**config.mk**
```make
export PLATFORM = sky130hd
export DESIGN_NAME = eth_pcs_rx_descrambler
export DESIGN_NICKNAME = d
export VERILOG_FILES = /design/src/rtl/eth_pcs_rx_descrambler.sv
export SDC_FILE = /design/constraint.sdc
export NUM_CORES = 1
export LEC_CHECK = 0
export CAP_MARGIN = 40
export CORE_UTILIZATION = 40
export DETAILED_ROUTE_END_ITERATION = 8
export GPL_ROUTABILITY_DRIVEN = 0
export PLACE_DENSITY = 0.66
export SLEW_MARGIN = 0
export SYNTH_ARGS = -nofsm -noshare
export SYNTH_HDL_FRONTEND = slang
export SYNTH_SLANG_ARGS = --single-unit
```
**constraint.sdc**
```tcl
create_clock -name i_clk -period 1.15 [get_ports i_clk]
set_input_delay 0.115 -clock i_clk [delete_from_list [all_inputs] [get_ports i_clk]]
set_output_delay 0.115 -clock i_clk [all_outputs]
set_load 0.02 [all_outputs]
```
**src/rtl/eth_pcs_rx_descrambler.sv**
```systemverilog
// 10GBASE-R receive descrambler (1 + x^39 + x^58) with 66-bit block reassembly.
// Two 32-bit gearbox words plus a captured sync header form one block.
module eth_pcs_rx_descrambler #(
  parameter int W_DATA = 32,
  parameter int W_SYNC = 2,
  parameter int W_BLK  = 64
) (
  input  logic              i_clk,
  input  logic              i_reset,
  input  logic              i_grbx_hdr_valid,
  input  logic [W_SYNC-1:0] i_grbx_hdr,
  input  logic              i_grbx_data_valid,
  input  logic [W_DATA-1:0] i_grbx_data,
  input  logic              i_rx_lock,
  output logic              o_blk_valid,
  output logic [W_SYNC-1:0] o_blk_hdr,
  output logic [W_BLK-1:0]  o_blk_data,
  output logic              o_hdr_err
);

  typedef enum logic {ST_LOW, ST_HIGH} state_t;

  state_t              r_state;
  state_t              w_state_nxt;
  logic [57:0]         r_scr;
  logic [57:0]         w_scr_nxt;
  logic [W_DATA-1:0]   w_desc;
  logic [W_DATA-1:0]   r_low;
  logic [W_SYNC-1:0]   r_hdr;
  logic                r_hdr_pend;
  logic                w_hdr_pend_nxt;
  logic                w_emit;
  logic                w_load_low;

  // Bit-serial descrambler unrolled over the word; S[0] is the newest scrambled bit.
  always_comb begin
    w_scr_nxt = r_scr;
    w_desc    = '0;
    for (int unsigned i = 0; i < W_DATA; i++) begin
      w_desc[i] = i_grbx_data[i] ^ w_scr_nxt[38] ^ w_scr_nxt[57];
      w_scr_nxt = {w_scr_nxt[56:0], i_grbx_data[i]};
    end
  end

  always_ff @(posedge i_clk) begin
    if (i_reset) begin
      r_state <= ST_LOW;
    end else begin
      r_state <= w_state_nxt;
    end
  end

  always_comb begin
    w_state_nxt = r_state;
    if (!i_rx_lock) begin
      w_state_nxt = ST_LOW;
    end else if (i_grbx_data_valid) begin
      w_state_nxt = (r_state == ST_LOW) ? ST_HIGH : ST_LOW;
    end
  end

  // A header arriving with the HIGH word belongs to the next block, so it stays pending.
  always_comb begin
    w_emit         = (r_state == ST_HIGH) && i_grbx_data_valid && i_rx_lock;
    w_load_low     = (r_state == ST_LOW) && i_grbx_data_valid && i_rx_lock;
    w_hdr_pend_nxt = r_hdr_pend;
    if (!i_rx_lock) begin
      w_hdr_pend_nxt = 1'b0;
    end else if (i_grbx_hdr_valid) begin
      w_hdr_pend_nxt = 1'b1;
    end else if (w_emit) begin
      w_hdr_pend_nxt = 1'b0;
    end
  end

  always_ff @(posedge i_clk) begin
    if (i_reset) begin
      r_scr       <= '0;
      r_low       <= '0;
      r_hdr       <= '0;
      r_hdr_pend  <= 1'b0;
      o_blk_valid <= 1'b0;
      o_hdr_err   <= 1'b0;
      o_blk_hdr   <= '0;
      o_blk_data  <= '0;
    end else begin
      r_hdr_pend  <= w_hdr_pend_nxt;
      o_blk_valid <= w_emit;
      o_hdr_err   <= w_emit && !r_hdr_pend;
      if (i_grbx_data_valid) begin
        r_scr <= w_scr_nxt;
      end
      if (i_grbx_hdr_valid) begin
        r_hdr <= i_grbx_hdr;
      end
      if (w_load_low) begin
        r_low <= w_desc;
      end
      if (w_emit) begin
        o_blk_data <= {w_desc, r_low};
        o_blk_hdr  <= r_hdr_pend ? r_hdr : '0;
      end
    end
  end

endmodule

```
======== After elaboration in Yosys (flattened, before gate mapping) ========
Index checks and enable logic that the tools add are counted.
word-level totals
  flip-flop bits (word level) ............. 162
  bits of input ports ..................... 39
  output and inout bits ................... 68
  logic and storage cells ................. 87
operators by class
  mux-type cells .......................... 4
  bitwise logic cells ..................... 66
  reduce and logical (&&, ||, !) cells .... 8
operators by type and width
  cell                count
  XOR 1 bit           64
  logical AND 1 bit   5
  2-to-1 mux 1 bit    3
  2-to-1 mux 2 bit    1
  NOT 1 bit           2
  nonzero test 2 bit  1
  OR reduction 2 bit  1
  zero test 1 bit     1

======== Depth between registers and ports, before layout ========
Gate-level depths: netlist (run 1).
  word-level depth ........................ 4
  gate-level depth with buffers ........... 6
  depth with buffers taken out ............ 3

======== Worst setup path before layout (run 1) ========
OpenSTA, ideal clock, no wires.
  kind .................................... flip-flop to flip-flop
  start ................................... reg r_state
  end ..................................... reg r_low[10]
  library setup time ...................... 70 ps
  data arrival time ....................... 1,015 ps
  required time ........................... 1,080 ps
  slack ................................... 64 ps
  cell stages (with the launch flop) ...... 5
  period minus slack after synthesis ...... 1,086 ps
  cell sequence ........................... dfxtp_1 > and2b_1 > a21oi_4 > buf_4 > o2bb2ai_1
on the way
  cells in the longest elaborated chain, start to end .. 3
ends and longest elaborated chain
  element                         line  RTL
  start: declaration              23    state_t r_state;
  start signal: assignment        49    r_state <= w_state_nxt;
  NOT 1 bit                       65    w_load_low = (r_state == ST_LOW) && i_grbx_data_valid && i_rx_lock;
  logical AND 1 bit (2 in a row)  65
  end signal: assignment          97    r_low <= w_desc;
  end: declaration                28    logic [W_DATA-1:0] r_low;
Every way passes these cells.
A chain may end at the register's enable or synchronous reset.

======== Worst setup path after layout (run 1) ========
  start ................................... reg r_state
  end ..................................... reg r_low[7]
Same word-level chain as after synthesis.

==> results of run 1 <==
-- routing by layer --
| metal | part of all wire [%] | vias to the layer above | GRT usage (%) |
|---|---|---|---|
| met5 | 0 | - | 0 |
| met4 | 0.80 | 0 | 7.245 |
| met3 | 5.3 | 10 | 5.049 |
| met2 | 46 | 112 | 30.82 |
| met1 | 48 | 2166 | 26.06 |
| li1 | - | 2274 | - |
-- layout make-up --
| cell class | count | area share [%] |
|---|---|---|
| clock inverter | 15 | 2.541 |
| sequential | 162 | 40.20 |
| timing repair buffer | 144 | 14.47 |
| tap | 184 | 2.851 |
| inverter | 1 | 0.04649 |
| multi-input combinational | 394 | 34.62 |
| clock buffer | 17 | 5.269 |
-- kinds of logic after synthesis --
group	count (synthesis)	share of synthesized area, %
AND/OR/NAND/NOR	169	12.88
buffers and inverters	42	3.783
XOR/XNOR	65	9.405
AO/OA/AOI/OAI	100	10.44
multiplexers	60	9.922
flip-flops	162	53.58
-- path summary, 6_finish.rpt --
check	start	endpoint	cells after the start
setup / recovery	r_state$_SDFFE_PP0P_	r_low[7]$_SDFFE_PP0P_	5
hold reg to reg	o_blk_hdr[1]$_SDFFE_PP0P_	o_blk_hdr[1]$_SDFFE_PP0P_	2
hold / removal	i_grbx_data_valid	r_state$_SDFFE_PP0P_	3
setup reg to reg	r_state$_SDFFE_PP0P_	r_low[7]$_SDFFE_PP0P_	5
-- stage by stage --
stage                     instances  hold slack, ns  area (sq um)  power, mW  utilization [%]
after floorplan                 598          0.2324          6053      6.733                -
after global placement          880          0.3815          7480      7.261            51.08
after detailed placement        880          0.3901          7480      7.288            51.08
after CTS                       918         0.04066          8079      13.32            55.17
after global routing            917         0.05891          8074      13.75            55.14
final                           917         0.05076          8074      13.28            55.14
-- flip-flops by register name, summed over array words and instances, names as in the netlist --
register / cells
r_hdr: 2
r_low: 32
r_scr: 58
o_blk_valid: 1
o_blk_hdr: 2
o_blk_data: 64
r_state: 1
o_hdr_err: 1
r_hdr_pend: 1
-- timing repair --
action,4_1_cts,5_1_grt
endpoints found under the setup margin,153,119
gates cloned,2,0
hold buffers,1,0
pin swaps,9,20
hold endpoints to repair,2,0
setup buffers,3,0
gates resized for setup,269,51
-- report_power, final --
part / internal [mW] / leakage [nW] / switching, mW / total (mW)
clock: 3.65 / 0.301 / 2.33 / 5.99
sequential: 5.82 / 1.32 / 0.162 / 5.98
combinational: 0.645 / 1.76 / 0.668 / 1.31
total: 10.1 / 3.38 / 3.16 / 13.3
-- cells in the mapped netlist --
master       n
nand2b_1     2
buf_2       18
xor2_1      32
a21oi_1     35
nand2_1     66
inv_1        1
and3_1       1
nand3_1      3
buf_1        2
nand2b_4     1
buf_4       11
mux2i_1     60
a21oi_4      1
and2b_1      1
xnor2_1     33
clkbuf_1     9
buf_6        1
nor2_1      63
o2bb2ai_1   32
o21ai_0      4
o21ai_1     28
dfxtp_1    162
nand3b_1    32
-- worst max-delay path: stages, from the launching register on --
cell and delay, ns:
dfxtp_2 0.32, and2b_2 0.24, a21oi_4 0.20, buf_6 0.16, buf_12 0.14, o2bb2ai_2 0.10
==> impl_results.md, run 1 <==
* Mapped Area at 0.006053 sq mm
* Req. time, crit path at 1.51 ns
* Initial drt markers at 359
* Area Growth Syn to Fin at 33.38%
* Commonest non-fill, non-tap cell in the layout: dfxtp_1
* Reg2reg setup slack at -0.1 ns
* Vias in the first global route at 4504
* I/O Pins at 107
* Reg clk slew, reported paths at 0.06 ns
* Synthesized flop and latch total at 162
* Synth area leaders: dfxtp_1, mux2i_1, xnor2_1, o2bb2ai_1, xor2_1
* Total GRT Usage at 19.64%
* Register area at 0.003246 sq mm
* Grt ovf at 0
* Min Clock Period, post-route at 1.248 ns
* Drt first pass iters at 7
* Final Cycle Share at 108.5%
* Maximum vdd drop at 1.172 mV
* Largest net degree at the start of global routing at 66
* Leak at 3.376 nW
* Worst-case clock skew at 0.01603 ns
* Yosys warning count at 0
* Final wirelength at 14.85 mm
* Vias per cell at 4.975
* Die Area at 0.01563 sq mm
* Starting Density at 41.34%
* Multi-input combinational cell area at 0.002795 sq mm
* Clock Latency Late Sink at 0.43 ns
* Max FO, Critical Path at 8
* Slew @ Worst Pin at 0.4200 ns
* Routed Antenna Nets at 0
* CP startpoint kind: register
* Rel. slew slack at 71.80%
* Commonest cells after routing, fill and taps aside: dfxtp_1, buf_2, nand2_1
* CTS tree: yes
* Final Setup Violations at 49
* N_diodes at 0
* DP Wirelength at 9.864 mm
* Yosys top cell by area: dfxtp_1
* Yosys top cell area share at 53.58%
* Slew Viols, Final at 0
* Worst min-delay path category: input port to register
* Final setup TNS at -2.196 ns
* Final WS setup at -0.09818 ns
* Initial antenna violation count at 0
* Sequential area share after synthesis at 53.58%
* Final #Nets at 759
* Die Width at 125.0 um
* Syn avg cell area at 10.12 sq um
* Fmax at 801.2 MHz
* Crit path kind: register to register
* CTS buffer count at 17
* Layout cell share with drive strength beyond 1 at 24.56%
* Dpl ws at -0.2991 ns
* Fillers at 1314
* Avg WL per Cell at 16.20 um
* DR DRC count at 22
* Syn Inst Count at 598
* Core area at 0.01464 sq mm
* Critical Path End Type: register
* Via count at 4562
* Violated checks: DRC, setup timing
* Unrepaired setup endpoints after global routing: yes
* Worst EP arrival at 1.60 ns
* Power Density at 1645 mW/mm^2
* Die H at 125.0 um
* Final Hold Viols at 0
* Status: finished, violations left
* Library cells used by synthesis at 23
* Global-route wire length before repair at 23.86 mm
* CTS Buffer Depth at 2
* Buffers on Ports at 106
* Post-synth net total at 637
* H-tree levels at 4
* CTS Root Buffer Type: clkbuf_16
* Sink Count at 162
* Max cap viols at 0
* # rows at 44
Power figures use the tool's default switching activity.
==> run 2, diff against run 1 <==
--- a/config.mk
+++ b/config.mk
@@ -7,9 +7,9 @@
 export LEC_CHECK = 0
 export CAP_MARGIN = 40
 export CORE_UTILIZATION = 40
+export CTS_BUF_LIST = sky130_fd_sc_hd__clkbuf_2
 export DETAILED_ROUTE_END_ITERATION = 8
 export GPL_ROUTABILITY_DRIVEN = 0
-export PLACE_DENSITY = 0.66
 export SLEW_MARGIN = 0
 export SYNTH_ARGS = -nofsm -noshare
 export SYNTH_HDL_FRONTEND = slang
==> constraint.sdc (replaced) <==
create_clock -name i_clk -period 1.5 [get_ports i_clk]
set_input_delay 0.15 -clock i_clk [delete_from_list [all_inputs] [get_ports i_clk]]
set_output_delay 0.15 -clock i_clk [all_outputs]
set_load 0.02 [all_outputs]
==> impl_results.md, run 2 (synthesized netlist as in run 1, its figures left out) <==
* Max FO, Critical Path at 2
* CP endpoint: o_blk_data[14]
* DP Wirelength at 9.666 mm
* Reg2reg setup slack at 0.22 ns
* Worst path depth at 1
* DR DRC count at 20
* Register area at 0.003316 sq mm
* Fillers at 1420
* Final Hold Viols at 0
* Largest net degree at the start of global routing at 79
* Post-route insts no fill at 905
* Grt ovf at 0
* Clock Latency Late Sink at 0.69 ns
* Worst EP arrival at 1.23 ns
* CTS tree: yes
* Worst min-delay path category: input port to register
* Global routing's busiest layer: met2
* Status: finished, violations left
* R2r startpoint: r_state$_SDFFE_PP0P_
* Unrepaired setup endpoints after global routing: no
* # rows at 44
* H-tree levels at 4
* Via count at 4466
* Global-route wire length before repair at 23.00 mm
* Reg clk slew, reported paths at 0.20 ns
* Core area at 0.01464 sq mm
* Die Area at 0.01563 sq mm
* Max FFs per register at 64
* CTS Buffer Depth at 2
* I/O Pins at 107
* Slew @ Worst Pin at 0.4577 ns
* Buffers on Ports at 106
* Commonest non-fill, non-tap cell in the layout: dfxtp_1
* Initial antenna violation count at 0
* Rel. slew slack at 69.49%
* Fmax at 722.4 MHz
* Starting Density at 41.34%
* Sink Count at 162
* Req. time, crit path at 1.35 ns
* Slew Viols, Final at 0
* Largest Register: o_blk_data
* Final setup TNS at 0 ns
* Routing usage on met1 at 25.37%
* CP Launch Point: o_blk_data[14]$_SDFFE_PP0P_
* Final #Nets at 750
* Final Cycle Share at 92.29%
* Multi-input combinational cell area at 0.002586 sq mm
* Area Growth Syn to Fin at 21.79%
* Crit path buffers/inverters at 1
* Placed cells at 870
* CP startpoint kind: register
* Violated checks: DRC
* Met3 Resource Use GR at 4.151%
* Vias in the first global route at 4365
* Drt first pass iters at 7
* Worst R2R Path Depth at 3
* Layout cell share with drive strength beyond 1 at 25.24%
* Maximum vdd drop at 0.4467 mV
* Max cap viols at 0
* Crit-path cells: buf_2
* CTS Root Buffer Type: clkbuf_2
* Min Clock Period, post-route at 1.384 ns
* Kind of cell adding the most delay to the critical path: flip-flops
* Leak at 3.120 nW
* Met2 usage at 29.31%
* Avg WL per Cell at 15.30 um
* Largest regs: o_blk_data: 64 flops, r_scr: 58 flops, r_low: 32 flops
* Power Density at 1023 mW/mm^2
* Commonest cells after routing, fill and taps aside: dfxtp_1, buf_2, nand2_1
* Vias per cell at 4.935
* Total GRT Usage at 18.65%
* N_diodes at 0
* Critical Path End Type: output pin
* Die H at 125.0 um
* CTS buffer count at 17
* Routed Antenna Nets at 0
* Worst path slowest cell: dfxtp_2
* Die Width at 125.0 um
* Final Setup Violations at 0
* Worst-case clock skew at 0.01591 ns
* Final wirelength at 13.85 mm
* Max incr delay on CP at 0.38 ns
* Reg-to-reg endpoint: r_state$_SDFFE_PP0P_
* Initial drt markers at 265
* Crit path kind: register to output pin
[run 2: cell types whose count changed in the layout (fill, tap and decap cells not counted), sizes merged]
cell           before  now
bufinv              4    2
inv                 5    1
clkinv              4    6
clkdlybuf4s15       2    0
buf               105   96
clkinvlp            3    1
clkbuf             17   20
dlygate4sd3         1    3
[run 2: cell type report]
type	count	share of cell area (%)
clock buffer	20	1.358
clock inverter	9	1.256
inverter	1	0.05092
multi-input combinational	394	35.08
sequential	162	44.98
tap	184	3.123
timing repair buffer	135	14.15
[run 2: where the power goes]
part | total (mW) | internal (mW) | switching (mW)
registers | 4.58 | 4.47 | 0.113
clock network | 2.09 | 0.728 | 1.36
logic | 0.870 | 0.425 | 0.445
[run 2: metrics by stage]
step	power (mW)	area (sq um)	utilization, %	worst slack (ns)	hold slack (ns)
after floorplan	5.162	6053	-	0.4143	0.2674
final	7.541	7372	50.34	0.1157	0.07542
after global routing	7.914	7372	50.34	0.0006387	0.02912
after detailed placement	5.556	7392	50.48	0.02803	0.4465
after CTS	7.643	7370	50.32	0.02890	0.005509
after global placement	5.542	7392	50.48	0.05244	0.4444
[run 2: worst min-delay path by stage]
stage | start | endpoint | slack, ns | cells past startpoint
4_1_cts | i_grbx_hdr[1] | r_hdr[1]$_SDFFE_PP0P_ | 0.006 | 3
3_3_place_gp | r_low[9]$_SDFFE_PP0P_ | o_blk_data[9]$_SDFFE_PP0P_ | 0.44 | 2
2_1_floorplan | i_grbx_hdr_valid | r_hdr_pend$_SDFFE_PP0P_ | 0.27 | 2
3_5_place_dp | r_low[15]$_SDFFE_PP0P_ | r_low[15]$_SDFFE_PP0P_ | 0.45 | 1
6_report | i_grbx_hdr[1] | r_hdr[1]$_SDFFE_PP0P_ | 0.08 | 3
5_1_grt | i_grbx_hdr[1] | r_hdr[1]$_SDFFE_PP0P_ | 0.03 | 3
[run 2: repair_timing]
action / in CTS / in global routing
setup buffers: 3 / 0
pin swaps: 0 / 0
endpoints found under the hold margin: 145 / 0
hold buffers: 3 / 0
endpoints found under the setup margin: 68 / 1
resized for setup: 330 / 1
[run 2: routing by layer]
metal  wire, um  share of wire [%]  up-vias
met5          0                  0        -
met4        193                1.4        0
met3        579                4.2       14
met2       6239                 45       84
met1       6835                 49     2112
li1           -                  -     2256
==> run 3, diff against run 2 <==
--- a/config.mk
+++ b/config.mk
@@ -8,6 +8,7 @@
 export CAP_MARGIN = 40
 export CORE_UTILIZATION = 40
 export CTS_BUF_LIST = sky130_fd_sc_hd__clkbuf_2
+export CTS_CLUSTER_DIAMETER = 60
 export DETAILED_ROUTE_END_ITERATION = 8
 export GPL_ROUTABILITY_DRIVEN = 0
 export SLEW_MARGIN = 0
==> results of run 3 <==
No change in the layout: final DEF, timing and power equal those of run 2.
